--- config.mk ---
export PLATFORM = sky130hd
export DESIGN_NAME = buf_rd_ctrl
export DESIGN_NICKNAME = d
export VERILOG_FILES = /design/src/rtl/buf_rd_ctrl.sv
export SDC_FILE = /design/constraint.sdc
export NUM_CORES = 1
export LEC_CHECK = 0
export BUFFER_PORTS_ARGS = -buffer_cell sky130_fd_sc_hd__buf_2
export CORE_ASPECT_RATIO = 1.2
export CORE_UTILIZATION = 40
export DETAILED_ROUTE_END_ITERATION = 8
export HOLD_SLACK_MARGIN = 0.06
export PLACE_DENSITY = 0.67
export RECOVER_POWER = 100
export SYNTH_ARGS = -nofsm -noshare
export SYNTH_HDL_FRONTEND = slang
export SYNTH_SLANG_ARGS = --single-unit
--- constraint.sdc ---
create_clock -name clk -period 2.52 [get_ports clk]
set_clock_uncertainty 0.05 [all_clocks]
set_input_delay 0.504 -clock clk [delete_from_list [all_inputs] [get_ports clk]]
set_output_delay 0.504 -clock clk [all_outputs]
set_load 0.02 [all_outputs]
--- src/rtl/buf_rd_ctrl.sv ---
// Read-side controller for the clock-crossing word buffer.
// Pops one word at a time and holds it on data_2 for HOLD cycles.
module buf_rd_ctrl #(
    parameter int WIDTH = 16,
    parameter int HOLD  = 4,
    parameter int CNT_W = 6
) (
    input  logic             clk,
    input  logic             rst,
    input  logic             enable,
    input  logic             fifo_empty,
    input  logic [WIDTH-1:0] fifo_rd_data,
    output logic             fifo_rd_en,
    output logic [WIDTH-1:0] data_2,
    output logic             data_2_valid,
    output logic             parity,
    output logic [CNT_W-1:0] word_cnt,
    output logic             busy
);

    typedef enum logic [1:0] {
        IDLE,
        READ,
        LATCH,
        SHOW
    } state_t;

    localparam logic [7:0] HOLD_LAST = 8'(HOLD - 1);

    state_t     state;
    state_t     state_nxt;
    logic [7:0] hold_cnt;
    logic       can_read;
    logic       hold_done;

    assign can_read  = enable && !fifo_empty;
    assign hold_done = (hold_cnt == HOLD_LAST);

    // State register.
    always_ff @(posedge clk) begin
        if (rst) begin
            state <= IDLE;
        end else begin
            state <= state_nxt;
        end
    end

    // Hold counter: cleared on capture, counts cycles spent in SHOW.
    always_ff @(posedge clk) begin
        if (rst) begin
            hold_cnt <= 8'd0;
        end else if (state == LATCH) begin
            hold_cnt <= 8'd0;
        end else if (state == SHOW) begin
            hold_cnt <= hold_cnt + 8'd1;
        end
    end

    // Capture the popped word; data and parity persist until the next word.
    always_ff @(posedge clk) begin
        if (rst) begin
            data_2   <= '0;
            parity   <= 1'b0;
            word_cnt <= '0;
        end else if (state == LATCH) begin
            data_2   <= fifo_rd_data;
            parity   <= ^fifo_rd_data;
            word_cnt <= word_cnt + 1'b1;
        end
    end

    // Next-state logic; the buffer is only consulted in IDLE and at SHOW end.
    always_comb begin
        state_nxt = state;
        unique case (state)
            IDLE: begin
                if (can_read) begin
                    state_nxt = READ;
                end
            end
            READ: begin
                state_nxt = LATCH;
            end
            LATCH: begin
                state_nxt = SHOW;
            end
            SHOW: begin
                if (hold_done) begin
                    state_nxt = can_read ? READ : IDLE;
                end
            end
            default: begin
                state_nxt = IDLE;
            end
        endcase
    end

    // Moore outputs decoded from the current state.
    always_comb begin
        fifo_rd_en   = 1'b0;
        data_2_valid = 1'b0;
        busy         = 1'b0;
        unique case (state)
            IDLE: begin
            end
            READ: begin
                fifo_rd_en = 1'b1;
                busy       = 1'b1;
            end
            LATCH: begin
                busy = 1'b1;
            end
            SHOW: begin
                data_2_valid = 1'b1;
                busy         = 1'b1;
            end
            default: begin
            end
        endcase
    end

endmodule

==> results of run 1 <==
cells by family after synthesis:
family          count (synthesis)
compound gates                 11
xor+xnor                       24
fa+ha+maj                       7
buf+inv                        12
flops                          33
mux                            19
simple gates                   48
path summary, 6_finish.rpt:
path                            startpoint                       end  slack [ns]  cells after the start
hold / removal    word_cnt[5]$_SDFFE_PP0P_  word_cnt[5]$_SDFFE_PP0P_        0.43                      2
setup reg to reg  hold_cnt[0]$_SDFFE_PP0P_     state[0]$_SDFFE_PP0P_        0.70                      6
hold reg to reg   word_cnt[5]$_SDFFE_PP0P_  word_cnt[5]$_SDFFE_PP0P_        0.43                      2
setup / recovery     state[1]$_SDFFE_PP0P_              data_2_valid        0.63                      2
cell usage in the layout, fill, tap and decap left out, drive strengths merged:
cell type | synthesis | layout
clkinv | 0 | 2
mux2i | 19 | 19
clkbuf | 5 | 32
inv | 4 | 4
a21oi | 3 | 3
or2 | 1 | 1
a221oi | 1 | 1
nand2 | 7 | 7
o21ai | 4 | 4
nor4b | 1 | 1
a22oi | 1 | 1
dfxtp | 33 | 33
ha | 7 | 7
nor3 | 1 | 1
and3 | 1 | 1
xnor2 | 15 | 15
nand4 | 5 | 5
buf | 3 | 20
a311oi | 1 | 1
a211oi | 1 | 1
nor2 | 29 | 29
or3 | 3 | 3
xor2 | 9 | 9
registers in the layout, summed over array words and instances (netlist names):
register,flops
data_2,16
hold_cnt,8
parity,1
state,2
word_cnt,6
critical path, cell delays in order, from the launching register on:
cell,delay (ns)
dfxtp_1,0.40
ha_1,0.39
clkbuf_1,0.27
power breakdown:
part | switching (mW) | internal (mW)
Combinational | 0.346 | 0.223
Clock | 0.177 | 0.191
Sequential | 0.0526 | 0.599
through the flow:
stage / util / hold WS, ns / total power, mW / std cells
2_1_floorplan: - / 0.409 / 1.11 / 154
3_3_place_gp: 0.503 / 0.422 / 1.24 / 229
3_5_place_dp: 0.503 / 0.426 / 1.26 / 229
4_1_cts: 0.527 / 0.431 / 1.64 / 237
5_1_grt: 0.514 / 0.447 / 1.70 / 237
6_report: 0.514 / 0.432 / 1.59 / 237
final cells by class:
| type | count | share of cell area |
|---|---|---|
| Sequential cell | 33 | 0.372 |
| Timing Repair Buffer | 46 | 0.113 |
| Clock buffer | 6 | 0.0408 |
| Tap cell | 37 | 0.0261 |
| Clock inverter | 2 | 0.00563 |
| Multi-Input combinational cell | 109 | 0.435 |
| Inverter | 4 | 0.00845 |
routing by layer:
metal	track usage	up-vias	routed length (um)
li1	-	603	-
met1	0.171	529	1220
met2	0.275	31	1450
met3	0.0373	5	115
met4	0.0804	0	45
met5	0	-	0
==> run summary, run 1 <==
Post-detailed-route via-to-cell ratio: 4.93. Static timing analysis puts the maximum clock frequency at 0.529 GHz. The net count of the finished layout is 226.

The run finished, with violations left. For the worst setup path, the data arrival time is 1.34 ns. The headroom to the max-slew limit was 0.682; the overall die width was 57.8 um. The area overhead of the layout relative to synthesis is 19.0%. Setup violations remaining at the end of the flow were counted as 0.

The post-synthesis compound-gate area fraction is 0.0520. The tools report the number of buffers inserted for hold repair after clock tree synthesis as 0. The H-tree was split into 2 levels. The core region is 0.00345 mm^2.

Area fraction of the dominant cell type after synthesis: 0.443. Boundary pin count: 46. The count of endpoints failing hold in the final timing report is 0. Number of sinks driven by the clock tree: 33. The number of inserted filler cells in the final layout is 339, and the total count of max-transition violations in the final report is 0. The part of the Yosys area used for sequential elements is 0.443. Counting the buffers created by CTS gives 5.

Synthesized area per cell: 9.69 um^2. For the remaining antenna violation count, the log shows 0. The final critical delay including setup and external delays came out at 1.89 ns.

The biggest area contributor in the post-synthesis netlist is dfxtp_1. The effective utilization at floorplan is 0.432, and the Yosys warning count is 0. In this run, synthesis inferred 0 flip-flops with an integrated enable. The post-CTS resize count came out at 0.

The run gives 23 as the number of unique standard cell types used by synthesis. For this block, the via count after detailed routing is 1,168. In this run the post-CTS setup repair buffer count came out at 0. The initial antenna violation count is 0, and the maximum vdd ir drop is 0.000454 V. The congestion estimate from routability-driven global placement came to 0.803.

By area the synthesized netlist is led by dfxtp_1 (44%), mux2i_1 (13%), xnor2_1 (8.8%). For this run, the detailed router's first-pass iteration total came to 6. TritonCTS built the clock tree. With fillers left out, the area of the finished cells amounts to 0.00178 mm^2. Clock latency on the worst-skew pair, taken at its later pin, is 0.27 ns. In this run the tool buffered the top-level ports with 45 buffer cells. After clock tree synthesis, the clock-pin slew on the worst setup and hold paths is 0.06 ns. Synthesized-area fraction occupied by adder cells: 0.0587.

The first global-routing pass estimated 4620 um of wire. The number of design-rule violations left by the first detailed-router iteration was 25; the post-synthesis net count was 181. In this run the power density over the cells is 894 mW/mm^2. The tools report the maximum buffer depth of the clock tree as 2. After synthesis, the largest family of logic cells by area is simple AND/OR/NAND/NOR gates. The cell sitting at the root of the clock tree is a clkbuf_8.

The die is 68.9 um tall. OpenSTA, run right after detailed placement, puts the worst setup slack at 0.707 ns. For this design the static power due to leakage is 0.681 nW. The area taken by flip-flops and latches is 661 um^2.

The final reports fail on DRC. The post-detailed-placement half-perimeter wirelength is 2120 um, and the highest fanout seen on the critical path is 9. The area of the mapped netlist came out at 0.00149 mm^2.

After synthesis, the most frequently instantiated cells are dfxtp_1 (33), nor2_1 (29), mux2i_1 (19), xnor2_1 (15), xor2_1 (9). Entering global routing, the biggest net connects 27 pins. The logs give 772 um^2 for the footprint of the multi-input gates and 0 for the number of diodes added for antenna fixing. The global-route usage over all layers is 0.154, and the setup TNS is 0 ns.

Max-cap violations in this run came to 0. Worst setup path category: reg2out. The endpoint required time on the critical path was 1.97 ns. The parity-gate share of the synthesized area counting xor and xnor cells is 0.141.

The run gives 23 as the standard-cell row count. STA classifies the critical path startpoint as a register. dfxtp_1 is the most common cell in the netlist.

The path class of the tightest hold or removal check is reg2reg. Synthesis handed over a netlist of 154 instances. The number of DRC violations after detailed routing was 2. The slew at the pin with the worst max-slew slack is 0.476 ns. STA classifies the critical path endpoint as an output pin.

The synthesized design contains 33 register bits. The worst path meets setup with 0.629 ns of slack. The run gives 2830 um as the total wire length.

The tools report the via count of the first global-routing pass as 1,124. The fraction of final layout cells sized beyond drive strength 1 was 0.140. The portion of netlist area occupied by mux cells works out to 0.127. Dividing the detail-routed wire length by the instance count gives 11.9 um.

The simple logic cell fraction of the synthesized area works out to 0.146. Among all flip-flop cells after synthesis, the most frequent one is dfxtp_1. For this run the aggregate overflow at the end of global routing stands at 0. For the area of the die, the log shows 0.00398 mm^2.

Async set-or-reset flop fraction in the synthesized netlist: 0. Setup repair after global routing left no endpoint under its margin. The instance area after placement is 0.00174 mm^2, and the fraction of the cycle the final worst path needs is 0.751.
No activity file was read; power rests on OpenSTA's default activity.
==> run 2, diff against run 1 <==
--- a/config.mk
+++ b/config.mk
@@ -10,7 +10,7 @@
 export CORE_UTILIZATION = 40
 export DETAILED_ROUTE_END_ITERATION = 8
 export HOLD_SLACK_MARGIN = 0.06
-export PLACE_DENSITY = 0.67
+export PLACE_DENSITY = 0.69
 export RECOVER_POWER = 100
 export SYNTH_ARGS = -nofsm -noshare
 export SYNTH_HDL_FRONTEND = slang
==> constraint.sdc (replaced) <==
create_clock -name clk -period 1.5 [get_ports clk]
set_clock_uncertainty 0.05 [all_clocks]
set_input_delay 0.3 -clock clk [delete_from_list [all_inputs] [get_ports clk]]
set_output_delay 0.3 -clock clk [all_outputs]
set_load 0.02 [all_outputs]
==> run summary, run 2 (synthesized netlist as in run 1, its figures left out) <==
The flow ran to the end, but the final reports show violations. The final reports fail on DRC. The tools report the number of DRC violations after detailed routing as 2 (unchanged).

The register containing the most flip-flops in the final layout is data_2. In the layout the commonest cells are nor2_1 (29), dfxtp_1 (29), clkbuf_1 (27). The tightest min-delay check is of the in2reg type. The number of buffers inserted for hold repair after clock tree synthesis was 0 (unchanged). The fraction of final layout cells sized beyond drive strength 1 was 0.251 (+0.111); the number of diodes added for antenna fixing was 0 (unchanged).

The startpoint identified for the worst hold timing path is fifo_rd_data[7]. The maximum buffer depth of the clock tree came out at 2 (unchanged). In the final layout, the registers with the most flip-flops are data_2 (16), hold_cnt (8), word_cnt (6). The die extent in y is 68.9 um (unchanged), and the number of max-cap violations is 0 (unchanged).

The area taken by flip-flops and latches is 666 um^2 (+0.76%). The endpoint of the worst hold path was data_2[7]$_SDFFE_PP0P_. The tools report the area of all placed cells without fillers as 0.00196 mm^2 (+10%).

The final-report setup violation count is 0 (unchanged), and the number of nets in the layout is 241 (+6.6%). The post-detailed-route via-to-cell ratio was 4.83 (-2.1%); the final critical delay including setup and external delays was 1.49 ns. For the leakage power of the design, the log shows 0.761 nW (+12%). Cell count after placement: 238 (+3.9%).

Cell class contributing the biggest share of worst-path delay: simple AND/OR/NAND/NOR gates. The boundary pin count was 46 (unchanged); the number of design-rule violations left by the first detailed-router iteration was 21 (-16%). The cell area power density came out at 1460 mW/mm^2 (+63%). The cell with the biggest individual delay on the critical path is or3_1.

The global-route usage over all layers was 0.155 (+0.00141). The tools report the TritonCTS buffer count as 5 (unchanged). The setup slack of the most critical reg-to-reg path came out at 0.006 ns (-0.69 ns). Count of buffer and inverter cells on the critical path: 0 (-1).

The highest fanout seen on the critical path was 5 (-4). The standard-cell row count came out at 23 (unchanged). The slew at the pin with the worst max-slew slack is 0.416 ns (-0.0600 ns). The tools report the clock latency on the worst-skew pair as 0.28 ns (about the same).

The endpoint of the lowest-slack register-to-register path is word_cnt[5]$_SDFFE_PP0P_. The tools report the element type at the critical path end as a register. For the instance area after placement, the log shows 0.00182 mm^2 (+4.6%).

The tools report the smallest setup slack after layout as 0.00566 ns (-0.623 ns). The post-route non-filler standard cell count is 252 (+6.3%). The worst slack at placement is -0.0275 ns (-0.735 ns).

The met1 layer wirelength in the final routing came out at 1280 um (+5.4%). Initial antenna violation count: 0 (unchanged). The number of flip-flops in the largest register works out to 16 (unchanged).

Traced cell by cell, the critical path runs through ha_1 -> nand4_1 -> or3_1 -> a21oi_1. The reg-to-reg startpoint is state[1]$_SDFFE_PP0P_. The overall die width is 57.8 um (unchanged), and the total wire length is 2870 um (+1.4%). For the number of H-tree levels, the log shows 2 (unchanged). The fraction of the cycle the final worst path needs was 0.996.

The run gives 343 (+1.2%) as the number of inserted filler cells in the final layout. Kind of start point of the critical path: a register. Area overhead of the layout relative to synthesis: 31.1%.

The count of input and output buffers works out to 45 (unchanged). The run gives 1990 um (-6.1%) as the post-detailed-placement half-perimeter wirelength. The effective utilization at floorplan came out at 0.432 (unchanged). Clock-pin slew reported for the worst setup and hold paths after clock tree synthesis: 0.06 ns (about the same).

The number of cells on the worst hold path is 3 (+1). The via count of the first global-routing pass came out at 1,108 (-1.4%). Total length of routed met3 wires: 157 um (+37%). For the footprint of the multi-input gates, the log shows 840 um^2 (+8.8%). The routed wire length on met2 is 1370 um (-5.6%), and the path length in cells of the critical path is 4 (+2). Number of sinks driven by the clock tree: 33 (unchanged). The detailed router used layers up to and including met4. The run gives 1.66 ns (+0.32 ns) as the arrival time of data at the critical path endpoint. The run gives 1.66 ns (-0.31 ns) as the endpoint required time on the critical path.

The global placer's final weighted congestion is 0.749 (-6.8%). The total count of max-transition violations in the final report was 0 (unchanged). The average wire length per cell after detail routing is 11.4 um (-4.6%). Worst stage delay on the critical path: 0.40 ns (about the same). Setup repair after global routing could not meet its margin everywhere.

The run gives 0 (unchanged) as the total grt overflow. Length of the first detailed-routing pass in iterations: 6 (unchanged). The tools report the first-pass GRT wire length as 4660 um (+0.89%).

The depth of the worst register-to-register path is 4 (-2), and the maximum vdd ir drop is 0.000930 V (+100%). The area of the die came out at 0.00398 mm^2 (unchanged). The logs give 16 (-41%) for the pin count of the biggest net entering global routing and 0.00345 mm^2 (unchanged) for the core footprint. The count of endpoints failing hold in the final timing report was 0 (unchanged). The routed via count was 1,216 (+4.1%).

The headroom to the max-slew limit was 0.722 (+0.0400); the top achievable clock speed was 0.669 GHz. TritonCTS built the clock tree. Library cell used as clock root buffer: clkbuf_8. The remaining antenna violation count was 0 (unchanged). The critical path is of the reg2reg type.
[run 2: cell count changes in the layout (fill, tap and decap cells not counted), moves of 2 or more]
cell,previous run,this run
dfxtp_1,33,29
clkinv_2,2,0
buf_2,19,21
clkbuf_4,0,2
clkbuf_2,0,2
dfxtp_2,0,4
buf_4,1,12
ha_4,0,3
ha_1,7,4
[run 2: area by class of cell]
| class | count | area share |
|---|---|---|
| multi-input cells | 109 | 0.429 |
| flip-flops and latches | 33 | 0.340 |
| repair buffers | 61 | 0.159 |
| clock buffers | 8 | 0.0409 |
| well taps | 37 | 0.0237 |
| inverters | 4 | 0.00767 |
[run 2: worst min-delay path, stage by stage]
cell     delay (ns)
buf_2          0.09
mux2i_1        0.06
nor2_1         0.07
[run 2: power by group]
group	internal, mW	leakage (nW)	switching (mW)
sequential	1.01	0.269	0.0884
combinational	0.501	0.453	0.627
clock	0.329	0.0395	0.291
[run 2: layer usage]
metal / vias to the layer above / global-route usage
met2: 33 / 0.250
met3: 8 / 0.0429
met1: 541 / 0.187
met5: - / 0
li1: 634 / -
met4: 0 / 0.0893
[run 2: per-stage QoR]
| step | total power, mW | hold slack (ns) | util | TNS (ns) |
|---|---|---|---|---|
| after detailed placement | 2.19 | 0.429 | 0.526 | -0.0277 |
| after CTS | 2.87 | 0.223 | 0.561 | 0 |
| after global routing | 3.05 | 0.233 | 0.567 | -0.397 |
| after global placement | 2.18 | 0.422 | 0.526 | 0 |
| final | 2.85 | 0.230 | 0.567 | 0 |
| after floorplan | 1.88 | 0.397 | - | -0.0149 |
[run 2: worst max-delay path by stage]
stage,slack (ns),endpoint,from
6_report,0.006,word_cnt[5]$_SDFFE_PP0P_,state[1]$_SDFFE_PP0P_
5_1_grt,-0.11,state[0]$_SDFFE_PP0P_,hold_cnt[1]$_SDFFE_PP0P_
4_1_cts,0.0003,busy,state[0]$_SDFFE_PP0P_
3_5_place_dp,-0.03,state[0]$_SDFFE_PP0P_,hold_cnt[1]$_SDFFE_PP0P_
3_3_place_gp,0.03,state[0]$_SDFFE_PP0P_,hold_cnt[1]$_SDFFE_PP0P_
2_1_floorplan,-0.01,word_cnt[5]$_SDFFE_PP0P_,state[0]$_SDFFE_PP0P_
[run 2: timing repair]
item,in CTS,in global routing
pin swaps,2,3
gates resized for setup,8,5
endpoints found under the setup margin,5,5
setup buffers,1,5
